===== src/rtl/ov7670_pkg.sv =====
// Shared OV7670 types: reader FSM encoding and frame geometry.
package ov7670_pkg;

  typedef enum logic [1:0] {
    IDLE  = 2'd0,
    FETCH = 2'd1,
    DRAIN = 2'd2,
    DONE  = 2'd3
  } rd_state_e;

  localparam int H_ACT_DEF = 320;
  localparam int V_ACT_DEF = 240;
  localparam int PIX_W     = 16;

endpackage


===== src/rtl/ov7670_pix_fifo.sv =====
// First-word-fall-through pixel FIFO with occupancy count and sync flush.
module ov7670_pix_fifo #(
  parameter int DEPTH = 4,
  parameter int W     = 16
) (
  input  logic                       SYS_CLK,
  input  logic                       RST_N,
  input  logic                       flush,
  input  logic                       push,
  input  logic [W-1:0]               wdata,
  input  logic                       pop,
  output logic [W-1:0]               rdata,
  output logic                       empty,
  output logic [$clog2(DEPTH+1)-1:0] count
);

  localparam int AW = $clog2(DEPTH);
  localparam int CW = $clog2(DEPTH + 1);

  logic [W-1:0]  mem [DEPTH];
  logic [AW-1:0] wptr, rptr;
  logic [CW-1:0] cnt;
  logic          full, do_push, do_pop;

  assign empty   = cnt == '0;
  assign full    = cnt == CW'(DEPTH);
  assign do_push = push && !full;
  assign do_pop  = pop && !empty;
  assign rdata   = mem[rptr];
  assign count   = cnt;

  always_ff @(posedge SYS_CLK or negedge RST_N) begin
    if (!RST_N) begin
      wptr <= '0;
      rptr <= '0;
      cnt  <= '0;
    end else if (flush) begin
      wptr <= '0;
      rptr <= '0;
      cnt  <= '0;
    end else begin
      if (do_push) wptr <= wptr + AW'(1);
      if (do_pop)  rptr <= rptr + AW'(1);
      if (do_push && !do_pop)      cnt <= cnt + CW'(1);
      else if (do_pop && !do_push) cnt <= cnt - CW'(1);
    end
  end

  always_ff @(posedge SYS_CLK) begin
    if (do_push && !flush) mem[wptr] <= wdata;
  end

endmodule


===== src/rtl/ov7670_frame_reader.sv =====
// Streams one stored frame from the frame buffer on each READ_EN grant.
module ov7670_frame_reader
  import ov7670_pkg::*;
#(
  parameter int H_ACT      = H_ACT_DEF,
  parameter int V_ACT      = V_ACT_DEF,
  parameter int DATA_W     = PIX_W,
  parameter int ADDR_W     = 17,
  parameter int BASE_ADDR  = 0,
  parameter int RD_LAT     = 2,
  parameter int FIFO_DEPTH = 4
) (
  input  logic              SYS_CLK,
  input  logic              RST_N,
  input  logic              READ_EN,
  output logic              RD_FRAME,
  output logic              BUSY,
  output logic              MEM_RD,
  output logic [ADDR_W-1:0] MEM_ADDR,
  input  logic [DATA_W-1:0] MEM_RDATA,
  output logic [DATA_W-1:0] PIX_DATA,
  output logic              PIX_VALID,
  input  logic              PIX_READY,
  output logic              PIX_SOF,
  output logic              PIX_EOL
);

  localparam int TOTAL = H_ACT * V_ACT;
  localparam int IW    = $clog2(TOTAL + 1);
  localparam int XW    = $clog2(H_ACT + 1);
  localparam int YW    = $clog2(V_ACT + 1);
  localparam int CW    = $clog2(FIFO_DEPTH + 1);

  rd_state_e         state_q, state_d;
  logic [IW-1:0]     rd_idx_q;
  logic [XW-1:0]     out_x_q;
  logic [YW-1:0]     out_y_q;
  logic              armed_q;
  logic [RD_LAT-1:0] infl_q;
  logic [ADDR_W-1:0] addr_q, addr_cur;
  logic [CW-1:0]     fifo_cnt;
  logic [DATA_W-1:0] fifo_head;
  logic              fifo_empty;
  logic              busy_st, start, abort, issue, push, pop;
  logic              x_last, y_last;
  int                infl_n;

  always_comb begin
    infl_n = 0;
    for (int i = 0; i < RD_LAT; i++) infl_n += int'(infl_q[i]);
  end

  assign busy_st  = state_q == FETCH || state_q == DRAIN;
  assign abort    = busy_st && !READ_EN;
  assign start    = state_q == IDLE && READ_EN && armed_q;
  // Credits count words already in flight so the FIFO can never overflow.
  assign issue    = state_q == FETCH && READ_EN
                 && int'(rd_idx_q) < TOTAL
                 && int'(fifo_cnt) + infl_n < FIFO_DEPTH;
  assign push     = infl_q[RD_LAT-1] && !abort;
  assign addr_cur = ADDR_W'(BASE_ADDR) + ADDR_W'(rd_idx_q);

  assign x_last    = out_x_q == XW'(H_ACT - 1);
  assign y_last    = out_y_q == YW'(V_ACT - 1);
  assign PIX_VALID = !fifo_empty;
  assign PIX_DATA  = fifo_empty ? '0 : fifo_head;
  assign pop       = PIX_VALID && PIX_READY;
  assign PIX_SOF   = PIX_VALID && out_x_q == '0 && out_y_q == '0;
  assign PIX_EOL   = PIX_VALID && x_last;

  assign MEM_RD   = issue;
  assign MEM_ADDR = issue ? addr_cur : addr_q;
  assign RD_FRAME = state_q == DONE;
  assign BUSY     = busy_st;

  always_comb begin
    state_d = state_q;
    case (state_q)
      IDLE:  if (start) state_d = FETCH;
      FETCH: begin
        if (abort) state_d = IDLE;
        else if (issue && rd_idx_q == IW'(TOTAL - 1)) state_d = DRAIN;
      end
      DRAIN: begin
        if (abort) state_d = IDLE;
        else if (pop && x_last && y_last) state_d = DONE;
      end
      DONE:    state_d = IDLE;
      default: state_d = IDLE;
    endcase
  end

  always_ff @(posedge SYS_CLK or negedge RST_N) begin
    if (!RST_N) begin
      state_q  <= IDLE;
      rd_idx_q <= '0;
      out_x_q  <= '0;
      out_y_q  <= '0;
      armed_q  <= 1'b1;
      infl_q   <= '0;
      addr_q   <= '0;
    end else begin
      state_q <= state_d;
      if (!READ_EN)   armed_q <= 1'b1;
      else if (start) armed_q <= 1'b0;
      if (abort) infl_q <= '0;
      else       infl_q <= (infl_q << 1) | RD_LAT'(issue);
      if (start) begin
        rd_idx_q <= '0;
      end else if (issue) begin
        rd_idx_q <= rd_idx_q + IW'(1);
        addr_q   <= addr_cur;
      end
      if (start) begin
        out_x_q <= '0;
        out_y_q <= '0;
      end else if (pop) begin
        if (x_last) begin
          out_x_q <= '0;
          out_y_q <= out_y_q + YW'(1);
        end else begin
          out_x_q <= out_x_q + XW'(1);
        end
      end
    end
  end

  ov7670_pix_fifo #(
    .DEPTH (FIFO_DEPTH),
    .W     (DATA_W)
  ) u_fifo (
    .SYS_CLK (SYS_CLK),
    .RST_N   (RST_N),
    .flush   (abort),
    .push    (push),
    .wdata   (MEM_RDATA),
    .pop     (pop),
    .rdata   (fifo_head),
    .empty   (fifo_empty),
    .count   (fifo_cnt)
  );

endmodule


===== config.mk =====
export PLATFORM = sky130hd
export DESIGN_NAME = ov7670_frame_reader
export DESIGN_NICKNAME = d
export VERILOG_FILES = /design/src/rtl/ov7670_pkg.sv /design/src/rtl/ov7670_pix_fifo.sv /design/src/rtl/ov7670_frame_reader.sv
export SDC_FILE = /design/constraint.sdc
export NUM_CORES = 1
export LEC_CHECK = 0
export ABC_AREA = 1
export CORE_MARGIN = 2
export CORE_UTILIZATION = 52
export CTS_CLUSTER_SIZE = 20
export DETAILED_ROUTE_END_ITERATION = 6
export PLACE_DENSITY = 0.76
export SLEW_MARGIN = 5
export SYNTH_ARGS = -nofsm -noshare
export SYNTH_HDL_FRONTEND = slang
export SYNTH_SLANG_ARGS = --single-unit

===== constraint.sdc =====
create_clock -name SYS_CLK -period 2.2 [get_ports SYS_CLK]
set_input_delay 0.22 -clock SYS_CLK [delete_from_list [all_inputs] [get_ports SYS_CLK]]
set_output_delay 0.22 -clock SYS_CLK [all_outputs]
set_load 0.1 [all_outputs]

* Word-level counts from Yosys, hierarchy flattened
Memory sizes are Yosys's and may differ from the RTL's. Cells that the tools add are included.
Word-level totals: memory bits (writable) 64, memories kept 1, input port bits 20, register bits 63, logic and storage cells 100, output and inout port bits 39
Memories:
- u_fifo.mem | words 4, width 16, read ports 1, clocked after Yosys merged registers in 0, write ports 1, RTL line ov7670_pix_fifo.sv:20 | logic [W-1:0] mem [DEPTH];
Cells by class: mux-type cells 28, $add $sub $neg 9, reductions and logical operators 38, $lt $le $gt $ge 2, bitwise logic cells 1, equal/unequal tests 11
Operators with widths (number):
- 17-bit two-way mux | 3
- 9-bit two-way mux | 3
- 8-bit two-way mux | 3
- 2-bit two-way mux | 10
- 1-bit logical AND | 19
- 17-bit by 1-bit adder with 17-bit output, second input constant | 1
- 17-bit equality test, second input constant | 1
- 17-bit < comparator, second input constant | 1
- 16-bit two-way mux | 1
- 2-bit nonzero test | 5
- 9-bit by 1-bit adder with 9-bit output, second input constant | 1
- 9-bit equality test, second input constant | 1
- 9-bit zero test | 1
- 3-bit two-way mux | 3
- 8-bit by 1-bit adder with 8-bit output, second input constant | 1
- 8-bit equality test, second input constant | 1
- 8-bit zero test | 1
- 2-bit case mux with 4 select lines | 1
- 1-bit zero test | 6
- 3-bit by 1-bit inequality test with 1-bit output, second input constant | 2
- 2-bit by 1-bit adder with 2-bit output, second input constant | 2
- 3-bit by 2-bit adder with 4-bit output | 1
- 2-bit equality test, second input constant | 2
- 4-bit by 3-bit < comparator with 1-bit output, second input constant | 1
- other kinds (15) | 18

* Logic depth before layout (Yosys ltp)
word-level depth 11, gate-level depth with buffers 13, depth with buffers taken out 12

* Cells and area by module
A second synthesis with hierarchy kept.
Second synthesis, totals: cell total of the unflattened synthesis 690, area, all modules 6307.3 um2
Modules (own cells, without submodules):
- ov7670_frame_reader | times used 1, sequential area each 1402.6 um2, area each 3440.8 um2, cells an instance 468
- ov7670_pix_fifo | times used 1, sequential area each 2097.0 um2, area each 2866.5 um2, cells an instance 222

* Least setup slack after synthesis
Ideal clock, no wire load.
path kind register to output, start point register u_fifo.cnt[2], in the netlist u_fifo.count[2], end point output port PIX_SOF, arrival time 3.337 ns, cell stages (with the launch flop) 5, path slack -1.357 ns, path buffers 0, data required time 1.980 ns, cell sequence dfrtp_1 > inv_1 > nand2_1 > nand3_1 > nor3_1
Between the ends: word-level cells in the longest chain between the ends 4
Ends and longest elaborated chain:
- start, declared | RTL line ov7670_pix_fifo.sv:22 | logic [CW-1:0] cnt;
- start signal, assigned | RTL line ov7670_pix_fifo.sv:44 | if (do_push && !do_pop) cnt <= cnt + CW'(1);
- start signal, assigned | RTL line ov7670_pix_fifo.sv:45 | else if (do_pop && !do_push) cnt <= cnt - CW'(1);
- 3-bit zero test | RTL line ov7670_pix_fifo.sv:25 | assign empty = cnt == '0;
- 1-bit zero test | RTL line ov7670_frame_reader.sv:65 | assign PIX_VALID = !fifo_empty;
- net PIX_VALID | RTL line ov7670_frame_reader.sv:22 | output logic PIX_VALID,
- 1-bit logical AND (2 in series) | RTL line ov7670_frame_reader.sv:68 | assign PIX_SOF = PIX_VALID && out_x_q == '0 && out_y_q == '0;
- end, declared | RTL line ov7670_frame_reader.sv:24 | output logic PIX_SOF,
The timed path passes the listed nets, and every way through them passes these cells.

* Final worst setup path
start point register rd_idx_q[14], end point output port MEM_ADDR[3]
Between the ends: word-level cells in the longest chain between the ends 4
Ends and longest elaborated chain:
- start, declared | RTL line ov7670_frame_reader.sv:35 | logic [IW-1:0] rd_idx_q;
- start signal, assigned | RTL line ov7670_frame_reader.sv:111 | rd_idx_q <= rd_idx_q + IW'(1);
- 17-bit < comparator | RTL line ov7670_frame_reader.sv:58 | && int'(rd_idx_q) < TOTAL
- 1-bit logical AND | RTL line ov7670_frame_reader.sv:58
- 1-bit logical AND | RTL line ov7670_frame_reader.sv:59 | && int'(fifo_cnt) + infl_n < FIFO_DEPTH;
- 17-bit two-way mux
- end, declared | RTL line ov7670_frame_reader.sv:19 | output logic [ADDR_W-1:0] MEM_ADDR,
Every way passes these cells.

==> run summary <==
DR iter-0 viols = 289
Final setup violation count = 17
CTS Buffer Depth = 2
GRT overflow = 0
Initial core utilization = 53.3%
Final Hold Viols = 0
WP buf/inv = 4
Fill cells = 774
Sw Ratio = 47.2%
Avg WL per Cell = 16.0 um
Slowest stage delay, CP = 400 ps
Pint = 7.26 mW
Outcome = finished with violations
Ant diodes = 0
Critical path class = flip-flop to output pin
Cell Rows = 39
Vias = 5,122
Commonest non-fill, non-tap cell in the layout = nand2_1
FF-to-FF Start = state_q[0]
Final core occ = 73.8%
R2R depth = 14
Average size of a mapped cell = 8.93 sq um
Vias in the first global route = 5,112
Die Ht = 112 um
Sequential fraction of design power = 22.6%
Clock-pin slew on the worst setup and hold paths = 50 ps
RSZ-0062 raised after global routing = yes
Syn_nets = 720
Net switching power = 6.48 mW
CTS tree = done
Fin worst setup slack = -179 ps
HPWL Detailed = 9550 um
Min cycle time layout = 2380 ps
Total power = 13.7 mW
Clock Sinks = 127
Critical-path top delay cell = dfrtp_1
PD cells = 1620 nW/um^2
Crit path DAT = 2160 ps
Most frequent cells in the layout = 127 x nand2_1, 113 x nor2_1, 64 x edfxtp_1
CTS buffer count = 17
CP endpoint kind = output pin
Vias/cell = 5.47
Static Leakage = 3.58 nW
Root Buffer = clkbuf_16
Largest net degree at the start of global routing = 40
Family with the most delay on the worst path = simple AND/OR/NAND/NOR gates
Clk pwr share = 20.3%
Port bufs = 58
Residual DRC = 0
Core area = 11,500 sq um
Seq/Total Area, Yosys = 57.2%
Async SR Flop Fraction = 49.6%
Worst skew pair latency = 420 ps
Seq cells post-synth = 127
VDD IR-drop max = 1790 uV
Top cells by area, synth = edfxtp_1 31%, dfrtp_1 25%, nand2_1 8.8%
Distinct cells, synth = 38
Layout cells sized above 1 = 24.2%
P&R area growth vs syn = 38.4%
Failing checks = negative setup slack
Period utilization = 108%
Post-synth EDFFs = 64
Gate power share = 57.1%
Num ports = 59
Synthesized area = 6120 sq um
CP max FO = 4
Remaining antenna violation count = 0
Routability-driven placement congestion ratio = 0.901
Cell count after synthesis = 685
Slew @ Worst Pin = 517 ps
Skew final = 6.24 ps
Nets@finish = 815
Crit Reg-Reg Endpoint = u_fifo.count[2]
Slew Viols, Final = 0
Post-Route WL = 14,900 um
Stages on the worst setup path = 9
Synth area leader = edfxtp_1
Type of the worst min-delay path = primary input to asynchronous set/reset pin
Fmax = 420 MHz
First-pass GRT wire length = 23,900 um
Die area = 12,600 sq um
Synth top area share = 31.4%
Most common flop cell mapped by yosys = edfxtp_1
Worst Path Required = 1980 ps
GR Util All Layers = 24.2%
Cell Chain, Critical Path = nor2_1 -> nor2_1 -> nor2_4 -> nand3_4 -> buf_12 -> buf_6 -> o21a_1 -> inv_2 -> buf_12
Drt pass-1 iters = 5
Synth Warn # = 0
Antenna violations before repair = 0
Worst slew margin = 65.5%
Max-capacitance violation count = 0
Worst setup SP type = flip-flop
Die W = 112 um
CTS H-tree depth = 4
R2r setup slk = -50 ps
==> kinds of logic (layout without fill, tap and decap cells) <==
family	Yosys count	after routing	share of synthesized area (%)
AO/OA/AOI/OAI	112	112	9.68
XOR/XNOR	12	12	1.72
adder cells (fa/ha/maj)	15	15	3.19
buffers and inverters	93	201	6.08
flip-flops	127	127	57.2
AND/OR/NAND/NOR	326	326	22.1
==> power groups by stage <==
| stage | combinational [mW] | sequential, mW | clock, mW |
|---|---|---|---|
| 6_report | 7.84 | 3.11 | 2.79 |
| 5_1_grt | 8.23 | 3.15 | 2.93 |
| 4_1_cts | 7.63 | 3.09 | 2.83 |
| 3_5_place_dp | 7.39 | 3.12 | 0 |
| 3_3_place_gp | 7.26 | 3.11 | 0 |
| 2_1_floorplan | 5.11 | 3.06 | 0 |
==> through the flow <==
stage / TNS (ps) / cell area, sq um / hold WS (ps) / setup slack, ps / std cells
final: -2190 / 8460 / 325 / -179 / 936
after global placement: 0 / 7540 / 235 / 169 / 884
after global routing: -4440 / 8460 / 360 / -290 / 936
after floorplan: -1400 / 6360 / -75.6 / -108 / 685
after CTS: -1710 / 8300 / 311 / -178 / 926
after detailed placement: 0 / 7540 / 240 / 99.5 / 884
==> tightest hold or removal path: cells and delay by family <==
family                 cells  cell delay, ps
buffers and inverters      3             910
==> state kept, by name (all words and copies together) (netlist names) <==
signal	flops
state_q	2
out_x_q	9
armed_q	1
addr_q	17
u_fifo.rptr	2
u_fifo.mem	64
rd_idx_q	17
out_y_q	8
infl_q	2
u_fifo.count	3
u_fifo.wptr	2
==> metal layers <==
layer	track usage (%)	wire [um]	up-vias
met5	0	0	-
met4	11.3	328	0
met3	5.89	916	30
met2	41.5	7740	186
met1	28.8	5950	2474
li1	-	-	2432
==> worst max path at each step <==
| stage | start | slack (ps) | end |
|---|---|---|---|
| 2_1_floorplan | state_q[1] | -110 | addr_q[11] |
| 3_3_place_gp | READ_EN | 170 | u_fifo.count[2] |
| 3_5_place_dp | READ_EN | 100 | u_fifo.count[2] |
| 4_1_cts | state_q[1] | -180 | MEM_ADDR[3] |
| 5_1_grt | rd_idx_q[14] | -290 | MEM_ADDR[2] |
| 6_report | rd_idx_q[14] | -180 | MEM_ADDR[3] |
==> cell usage after synthesis (all sizes together), types with 5 or more instances <==
cell	count
o21a	5
inv	68
nor3	12
xor2	10
nand3	31
edfxtp	64
dfrtp	62
nand2	148
clkbuf	14
a21oi	32
nand4	6
buf	9
o21ai	67
ha	14
nor2	124
==> layout make-up <==
| cell class | count | area (sq um) | share of cell area [%] |
|---|---|---|---|
| sequential | 127 | 3500 | 41.3 |
| multi-input combinational | 465 | 2580 | 30.4 |
| timing repair buffer | 99 | 1340 | 15.8 |
| clock buffer | 17 | 425 | 5.03 |
| inverter | 70 | 275 | 3.25 |
| tap | 143 | 179 | 2.11 |
| clock inverter | 15 | 170 | 2.01 |
==> repair_timing <==
action,4_1_cts,5_1_grt
pin swaps,1,13
endpoints found under the hold margin,62,0
gates cloned,0,1
setup buffers,9,9
hold buffers,1,0
resized for setup,22,35
endpoints found under the setup margin,31,33
Power figures use the tool's default switching activity.
